--- src/rtl/uart_pkg.sv ---
// uart_pkg
// Shared types and constants for the team UART transmit path.
//   tx_state_t : transmit FSM state encoding (IDLE, START, DATA, STOP)
//   DATA_BITS  : payload bits per frame (8N1 format)
//   START_LVL  : line level during the start bit
//   STOP_LVL   : line level during stop bit(s)
//   IDLE_LVL   : line level while no frame is in flight
package uart_pkg;

  typedef enum logic [1:0] {
    IDLE  = 2'd0,
    START = 2'd1,
    DATA  = 2'd2,
    STOP  = 2'd3
  } tx_state_t;

  localparam int   DATA_BITS = 8;
  localparam logic START_LVL = 1'b0;
  localparam logic STOP_LVL  = 1'b1;
  localparam logic IDLE_LVL  = 1'b1;

endpackage

--- src/rtl/flex_pts_sr.sv ---
// flex_pts_sr
// Loadable parallel-to-serial shift register.
// Ports:
//   clk          : system clock, rising-edge
//   rst          : synchronous active-high reset, clears the register
//   load_enable  : load parallel_in (has priority over shift_enable)
//   shift_enable : shift one position toward the serial end
//   parallel_in  : NUM_BITS-wide word to load
//   serial_out   : current bit at the serial end (MSB if SHIFT_MSB, else LSB)
module flex_pts_sr #(
  parameter int NUM_BITS  = 8,
  parameter bit SHIFT_MSB = 1'b0
) (
  input  logic                clk,
  input  logic                rst,
  input  logic                load_enable,
  input  logic                shift_enable,
  input  logic [NUM_BITS-1:0] parallel_in,
  output logic                serial_out
);

  logic [NUM_BITS-1:0] sr;

  // Load wins over shift so a new word is never corrupted by a stale shift.
  // Vacated positions fill with 1 so an over-shifted register reads as idle line.
  always_ff @(posedge clk) begin
    if (rst) begin
      sr <= '0;
    end else if (load_enable) begin
      sr <= parallel_in;
    end else if (shift_enable) begin
      if (SHIFT_MSB) begin
        sr <= {sr[NUM_BITS-2:0], 1'b1};
      end else begin
        sr <= {1'b1, sr[NUM_BITS-1:1]};
      end
    end
  end

  assign serial_out = SHIFT_MSB ? sr[NUM_BITS-1] : sr[0];

endmodule

--- src/rtl/uart_tx.sv ---
// uart_tx
// Transmit half of the team UART: serialises one byte per handshake as an
// 8N1 frame (start 0, data LSB first, STOP_BITS stop bits at 1).
// Ports:
//   clk        : system clock, all state updates on the rising edge
//   rst        : synchronous active-high reset; aborts any frame in flight
//   tx_data    : byte to send, sampled only on an accepted start
//   tx_start   : send request, accepted only while tx_ready=1
//   tx_ready   : high iff the transmitter is idle
//   tx_done    : one-cycle pulse in the final cycle of the last stop bit
//   serial_out : registered UART line, idles high
module uart_tx
  import uart_pkg::*;
#(
  parameter int CLKS_PER_BIT = 10,
  parameter int STOP_BITS    = 1
) (
  input  logic       clk,
  input  logic       rst,
  input  logic [7:0] tx_data,
  input  logic       tx_start,
  output logic       tx_ready,
  output logic       tx_done,
  output logic       serial_out
);

  localparam int STOP_CYCLES = STOP_BITS * CLKS_PER_BIT;
  localparam int CNT_W       = (STOP_CYCLES > 1) ? $clog2(STOP_CYCLES) : 1;

  localparam logic [CNT_W-1:0] BIT_LAST  = CNT_W'(CLKS_PER_BIT - 1);
  localparam logic [CNT_W-1:0] STOP_LAST = CNT_W'(STOP_CYCLES - 1);
  localparam logic [2:0]       DATA_LAST = 3'(DATA_BITS - 1);

  tx_state_t        state, state_next;
  logic [CNT_W-1:0] cycle_cnt, cycle_cnt_next;
  logic [2:0]       bit_cnt, bit_cnt_next;
  logic             serial_next;
  logic             load_en;
  logic             shift_en;
  logic             sr_bit;

  flex_pts_sr #(
    .NUM_BITS  (DATA_BITS),
    .SHIFT_MSB (1'b0)
  ) u_pts_sr (
    .clk          (clk),
    .rst          (rst),
    .load_enable  (load_en),
    .shift_enable (shift_en),
    .parallel_in  (tx_data),
    .serial_out   (sr_bit)
  );

  // State register: FSM state, timing counters and the registered line.
  // Reset forces the line high so an aborted frame never leaves it low.
  always_ff @(posedge clk) begin
    if (rst) begin
      state      <= IDLE;
      cycle_cnt  <= '0;
      bit_cnt    <= '0;
      serial_out <= IDLE_LVL;
    end else begin
      state      <= state_next;
      cycle_cnt  <= cycle_cnt_next;
      bit_cnt    <= bit_cnt_next;
      serial_out <= serial_next;
    end
  end

  // Next-state logic. The line value for the next bit is decided at each bit
  // boundary; the shift register is shifted on that same edge, so its serial
  // end always presents the bit that goes out at the following boundary.
  always_comb begin
    state_next     = state;
    cycle_cnt_next = cycle_cnt + CNT_W'(1);
    bit_cnt_next   = bit_cnt;
    serial_next    = serial_out;
    unique case (state)
      IDLE: begin
        cycle_cnt_next = '0;
        serial_next    = IDLE_LVL;
        if (tx_start) begin
          state_next  = START;
          serial_next = START_LVL;
        end
      end
      START: begin
        if (cycle_cnt == BIT_LAST) begin
          state_next     = DATA;
          cycle_cnt_next = '0;
          bit_cnt_next   = '0;
          serial_next    = sr_bit;
        end
      end
      DATA: begin
        if (cycle_cnt == BIT_LAST) begin
          cycle_cnt_next = '0;
          if (bit_cnt == DATA_LAST) begin
            state_next  = STOP;
            serial_next = STOP_LVL;
          end else begin
            bit_cnt_next = bit_cnt + 3'd1;
            serial_next  = sr_bit;
          end
        end
      end
      STOP: begin
        if (cycle_cnt == STOP_LAST) begin
          state_next     = IDLE;
          cycle_cnt_next = '0;
        end
      end
      default: begin
        state_next     = IDLE;
        cycle_cnt_next = '0;
        serial_next    = IDLE_LVL;
      end
    endcase
  end

  // Outputs and datapath controls decoded from the current state.
  // tx_done lives in STOP and tx_ready in IDLE, so they can never overlap.
  always_comb begin
    tx_ready = (state == IDLE);
    tx_done  = (state == STOP) && (cycle_cnt == STOP_LAST);
    load_en  = (state == IDLE) && tx_start;
    shift_en = ((state == START) || (state == DATA)) && (cycle_cnt == BIT_LAST);
  end

endmodule

--- config.mk ---
export PLATFORM = sky130hd
export DESIGN_NAME = uart_tx
export DESIGN_NICKNAME = d
export VERILOG_FILES = /design/src/rtl/uart_pkg.sv /design/src/rtl/flex_pts_sr.sv /design/src/rtl/uart_tx.sv
export SDC_FILE = /design/constraint.sdc
export NUM_CORES = 1
export LEC_CHECK = 0
export CAP_MARGIN = 20
export CORE_ASPECT_RATIO = 1.25
export CORE_MARGIN = 3
export CORE_UTILIZATION = 30
export DETAILED_ROUTE_END_ITERATION = 7
export SLEW_MARGIN = 10
export SYNTH_ARGS = -nofsm -noshare
export SYNTH_HDL_FRONTEND = slang
export SYNTH_SLANG_ARGS = --single-unit
--- constraint.sdc ---
create_clock -name clk -period 2.5 [get_ports clk]
set_clock_uncertainty 0.2 [all_clocks]
set_input_delay 0.375 -clock clk [delete_from_list [all_inputs] [get_ports clk]]
set_output_delay 0.375 -clock clk [all_outputs]
set_load 0.02 [all_outputs]
-- Word-level counts from Yosys, hierarchy flattened
Index checks and enable logic that the tools add are counted.
- word-level logic and storage cells: 49
- bits in registers: 18
- input port bits: 11
- output and inout bits: 3
- multiplexer cells: 19
- add/subtract/negate cells: 2
- eq/ne operators: 11
- reductions and logical operators: 12
- operators by type and width (cell ; count):
    $mux 8 ; 2
    $ne 2x2->1 const B ; 6
    $mux 2 ; 5
    $mux 3 ; 3
    $pmux 2 s4 ; 1
    $pmux 4 s2 ; 1
    $pmux 3 s2 ; 1
    $reduce_and 5->1 ; 1
    $add 4x1->4 const B ; 1
    $eq 2x2->1 const B ; 2
    $eq 4x4->1 const B ; 1
    $mux 1 ; 4
    $mux 4 ; 1
    $reduce_and 4->1 ; 1
    $reduce_bool 2->1 ; 2
    $add 3x1->3 const B ; 1
    $eq 3x3->1 const B ; 1
    $logic_and 1x1->1 ; 3
    $pmux 1 s3 ; 1
    $reduce_and 3->1 ; 1
    $reduce_bool 3->1 ; 1
    $reduce_or 3->1 ; 1
    $eq 2x1->1 const B ; 1
    $logic_not 2->1 ; 1
    $logic_or 1x1->1 ; 1

-- Depth between registers and ports, before layout
- depth after elaboration: 5
- depth in mapped cells: 7

-- Cells and area by module
From an unflattened synthesis, not the netlist that was laid out.
- cells, all modules: 95
- area, all modules: 975.9 um^2
- modules (own cells, without submodules) (module ; cells an instance ; instances ; area an instance (um^2)):
    uart_tx ; 60 ; 1 ; 614.3
    flex_pts_sr ; 35 ; 1 ; 361.6

-- Worst setup path before layout
OpenSTA, ideal clock, no wires.
- kind: flip-flop to flip-flop
- from: reg state[0]
- to: reg u_pts_sr.sr[5]
- arrival: 1.469 ns
- setup time: 0.138 ns
- cell stages (with the launch flop): 8
- path slack: 0.693 ns
- path through: dfxtp_1 inv_1 ha_1 buf_2 a22o_4 buf_6 nor2_1 a311oi_2
- elaborated cells between the ends (all ways): 8
- classes of those cells: 2 x eq/ne; 1 x mux; 5 x reduce/logical
- RTL lines (what ; line ; RTL):
    from (decl) ; uart_tx.sv:34 ; tx_state_t state, state_next;
    from (signal assigned) ; uart_tx.sv:63 ; state <= state_next;
    $logic_not 2->1 * ; - ;
    net tx_ready ; uart_tx.sv:22 ; output logic tx_ready,
    $logic_and 1x1->1 * ; uart_tx.sv:126 ; load_en = (state == IDLE) && tx_start;
    $mux 8 or $reduce_bool 2->1 (tied branches) ; - ;
    to (signal assigned) ; flex_pts_sr.sv:30 ; sr <= parallel_in;
    to (signal assigned) ; flex_pts_sr.sv:33 ; sr <= {sr[NUM_BITS-2:0], 1'b1};
    to (signal assigned) ; flex_pts_sr.sv:35 ; sr <= {1'b1, sr[NUM_BITS-1:1]};
    to (decl) ; flex_pts_sr.sv:22 ; logic [NUM_BITS-1:0] sr;
Mark *: on every way through the listed nets, which the timed path passes. The rest lies on a longest branch.
A chain may end at the register's enable or synchronous reset.

-- Final worst setup path
- from: reg cycle_cnt[0]
- to: out tx_done
- word-level cells in the longest chain between the ends: 2
- RTL lines (what ; line ; RTL):
    from (decl) ; uart_tx.sv:35 ; logic [CNT_W-1:0] cycle_cnt, cycle_cnt_next;
    from (signal assigned) ; uart_tx.sv:64 ; cycle_cnt <= cycle_cnt_next;
    $eq 4x4->1 ; uart_tx.sv:125 ; tx_done = (state == STOP) && (cycle_cnt == STOP_LAST);
    $logic_and 1x1->1 ; uart_tx.sv:125 ;
    to (decl) ; uart_tx.sv:23 ; output logic tx_done,
Every way passes these cells.

==> results.txt <==
In the final routed layout, each cell accounts on average for 12.56 um. The count of nets left with antenna violations once routing finished came out at 0. The number of enable-type register cells in the synthesized netlist came out at 0. TritonCTS built the clock tree. The required arrival time at the worst endpoint came out at 1.92 ns. Yosys attributes the largest share of cell area to sky130_fd_sc_hd__dfxtp_1, sky130_fd_sc_hd__ha_1, sky130_fd_sc_hd__a311oi_2. The synthesized netlist occupies a cell area of 974.7 sq um. After layout, the design draws a total of 0.001179 W. The maximum number of pins on one net before global-route repair is 16. The final-report setup violation count came out at 0.

The H-tree depth came out at 1. The worst hold path belongs to the class reg -> reg. The largest total area in the synthesized netlist belongs to sky130_fd_sc_hd__dfxtp_1. The count of synthesis-stage warnings from yosys is 0. The synthesized design contains 18 register bits. For this block, the routed nets add up to 1.909 mm of wire. For the pin with the worst max-slew slack, the measured transition is 0.4601 ns.

Synthesis produced 103 cells. The residual overflow from global routing is 0. The slowest stage cell on the critical path is sky130_fd_sc_hd__clkdlybuf4s50_1. The number of max-slew violations in the final report was 0. The worst hold path startpoint is cycle_cnt[0]$_SDFF_PP0_. The wire-length estimate of the detail-placed layout is 1.488 mm.

The die boundary height is 69.73 um. Among all flip-flop cells after synthesis, the most frequent one is sky130_fd_sc_hd__dfxtp_1. The number of vias after detailed routing came out at 759.

The largest single stage delay on the critical path is 0.60 ns. The weighted congestion reported at the end of routability-driven placement came out at 0.7253. The final period demand of the worst path came out at 2.390 ns. The number of setup buffers added after CTS is 0. The initial core utilization is 32.19%. For this design the top-level I/O count stands at 14. In this run the worst path has a maximum fanout of 6. The average cell area after synthesis is 9.463 sq um. The number of antenna violations at the first check in global routing is 0. The total routing resource utilization after global routing is 10.28%. The starting DRC count in detailed routing came out at 7. The count of unique library cells instantiated by Yosys came out at 29.

In this run the critical register-to-register path is launched from state[0]$_SDFFE_PP0P_. The flow ran to the end, and the final reports show no timing, DRC or antenna violations. The die width came out at 56.98 um.

Together, buffers and inverters on the worst path number 1. The worst setup path is captured at a primary output. STA classifies the critical path startpoint as a register. Tracing the worst setup path back leads to its startpoint at cycle_cnt[0]$_SDFF_PP0_. For the final routed database, the setup TNS stands at 0 ns. The post-synth net total came out at 123.

The worst setup path is of the reg -> out kind. The largest buffer count on any clock path came out at 2. The CTS root buffer is sky130_fd_sc_hd__clkbuf_4. In this run the static leakage power is 0.4375 nW. Counting flops with an async set or reset pin after synthesis yields a share of 0%. The clock latency on the worst-skew pair came out at 0.29 ns.

The critical path goes through ha_1 -> and3b_2 -> and2_1 -> clkdlybuf4s50_1. The fraction of the yosys area taken by sequential cells is 36.97%. The maximum vdd ir drop is 456.7 uV. The post-CTS clock slew at the launch and capture registers of the worst setup and hold paths came out at 0.10 ns. The detailed-route vias per instance is 4.993. The total power divided by cell area came out at 1010 nW/um^2. The floorplan core area came out at 3028 sq um. The wire length of the first global-routing pass came out at 3.270 mm.

Across the run, the number of max-cap violations was 0. The number of rows in the core area is 22. The proportion of layout cells with a drive suffix above 1 came out at 14.66%. The number of buffers created by CTS is 3. The fraction of synthesized cell area taken by the top area cell type is 36.97%. In the routed design, unresolved DRC markers number 0. The cell area after placement is 1129 sq um. The via count of the first global-routing pass is 807. The die outline area is 3973 sq um.

The number of buffers inserted by port buffering is 13. The number of sinks on the clock net came out at 18. The area growth from synthesis to layout is 19.77%. The detailed-routing iteration count for the pre-antenna-repair pass came out at 4.

The final non-filler cell area is 1167 sq um. The hold violation total from the final report is 0. The number of diodes added for antenna fixing came out at 0. The arrival time reported for the critical path endpoint came out at 1.82 ns. Dividing the final minimum period by the clock period gives 95.60%. Setup repair after global routing left no endpoint under its margin. The highest clock frequency the design can meet is 418.4 MHz. Grouping stages by cell kind, the critical path spends the most delay in buffers and inverters. The worst-case headroom to the max-slew limit is 69.23%.

After the last flow step, the layout net total stands at 137.
## layout by cell type (no fill, tap or decap)
| master | n |
|---|---|
| sky130_fd_sc_hd__dfxtp_1 | 18 |
| sky130_fd_sc_hd__nor2_1 | 16 |
| sky130_fd_sc_hd__clkdlybuf4s50_1 | 13 |
| sky130_fd_sc_hd__nand2_1 | 9 |
| sky130_fd_sc_hd__nand3_1 | 8 |
| sky130_fd_sc_hd__ha_1 | 8 |
| sky130_fd_sc_hd__a311oi_2 | 7 |
| sky130_fd_sc_hd__inv_1 | 4 |
| sky130_fd_sc_hd__mux2i_1 | 4 |
| sky130_fd_sc_hd__and2_1 | 3 |
| sky130_fd_sc_hd__clkbuf_4 | 3 |
| sky130_fd_sc_hd__nor2b_1 | 2 |
| sky130_fd_sc_hd__nand2b_1 | 2 |
| sky130_fd_sc_hd__nor3_1 | 2 |
| sky130_fd_sc_hd__and3b_2 | 1 |
| sky130_fd_sc_hd__a21boi_2 | 1 |
| sky130_fd_sc_hd__a22o_4 | 1 |
| sky130_fd_sc_hd__o221ai_2 | 1 |
| sky130_fd_sc_hd__a211oi_1 | 1 |
| sky130_fd_sc_hd__o21ai_1 | 1 |
| sky130_fd_sc_hd__a21oi_1 | 1 |
| sky130_fd_sc_hd__or3_1 | 1 |
| sky130_fd_sc_hd__xnor2_1 | 1 |
| sky130_fd_sc_hd__o21bai_1 | 1 |
| sky130_fd_sc_hd__o21ai_0 | 1 |
| sky130_fd_sc_hd__a311oi_1 | 1 |
| sky130_fd_sc_hd__a211o_1 | 1 |
| sky130_fd_sc_hd__xor2_1 | 1 |
| sky130_fd_sc_hd__ha_2 | 1 |
| sky130_fd_sc_hd__clkbuf_8 | 1 |
| sky130_fd_sc_hd__buf_4 | 1 |
## cell usage after synthesis, types with 2 or more instances
cell	number
sky130_fd_sc_hd__dfxtp_1	18
sky130_fd_sc_hd__nor2_1	16
sky130_fd_sc_hd__ha_1	9
sky130_fd_sc_hd__nand2_1	9
sky130_fd_sc_hd__nand3_1	8
sky130_fd_sc_hd__a311oi_2	7
sky130_fd_sc_hd__inv_1	4
sky130_fd_sc_hd__mux2i_1	4
sky130_fd_sc_hd__and2_1	3
sky130_fd_sc_hd__buf_2	2
sky130_fd_sc_hd__clkbuf_1	2
sky130_fd_sc_hd__nand2b_1	2
sky130_fd_sc_hd__nor2b_1	2
sky130_fd_sc_hd__nor3_1	2
## report_power, final
| part | internal, W | leakage [nW] | switching [W] | total [W] |
|---|---|---|---|---|
| registers | 0.000360 | 0.148 | 0.0000479 | 0.000408 |
| logic | 0.000250 | 0.269 | 0.000346 | 0.000596 |
| clock network | 0.0000886 | 0.0210 | 0.0000859 | 0.000174 |
## cell families (layout without fill, tap and decap cells)
group	count (synthesis)	after routing	synth area share, %
fa+ha+maj	9	9	11.55
simple gates	44	44	20.92
xor+xnor	2	2	1.798
buf+inv	9	22	4.493
flops	18	18	36.97
compound gates	17	17	20.15
mux	4	4	4.108
## final timing paths
| check | to | slack, ns | depth (start not counted) |
|---|---|---|---|
| setup / recovery | tx_done | 0.11 | 4 |
| hold / removal | cycle_cnt[0]$_SDFF_PP0_ | 0.28 | 1 |
| setup reg to reg | bit_cnt[1]$_SDFFE_PP0P_ | 0.70 | 6 |
| hold reg to reg | cycle_cnt[0]$_SDFF_PP0_ | 0.28 | 1 |
## metal layers
metal | GRT usage, % | wire length [um]
met1 | 10.76 | 858
met5 | 0 | 0
met4 | 6.701 | 46
met3 | 2.421 | 104
met2 | 17.79 | 900
## state kept, by name, indices dropped and copies added, names as in the netlist
register and flops:
state 2, serial_out 1, cycle_cnt 4, u_pts_sr.sr 8
bit_cnt 3
## cell type report
class,count,area (sq um)
fill,320,1861
inverter,4,15.01
sequential,18,360.3
tap,36,45.04
timing repair buffer,14,137.6
multi-input combinational,76,573.1
clock buffer,4,36.28
## repair_timing
action | CTS | global route
endpoints found under the setup margin | 0 | 1
gates resized for setup | 0 | 1
hold buffers | 0 | 0
## per-stage QoR
stage / hold slack (ns) / cells / worst slack (ns) / util, %
4_1_cts: 0.2942 / 152 / 0.02780 / 38.47
3_5_place_dp: 0.2650 / 148 / 0.3489 / 37.27
5_1_grt: 0.3357 / 152 / 0.01878 / 38.55
2_1_floorplan: 0.2334 / 103 / 0.6933 / -
6_report: 0.2847 / 152 / 0.1099 / 38.55
3_3_place_gp: 0.2494 / 148 / 0.4224 / 37.27
No activity file was read; power rests on OpenSTA's default activity.
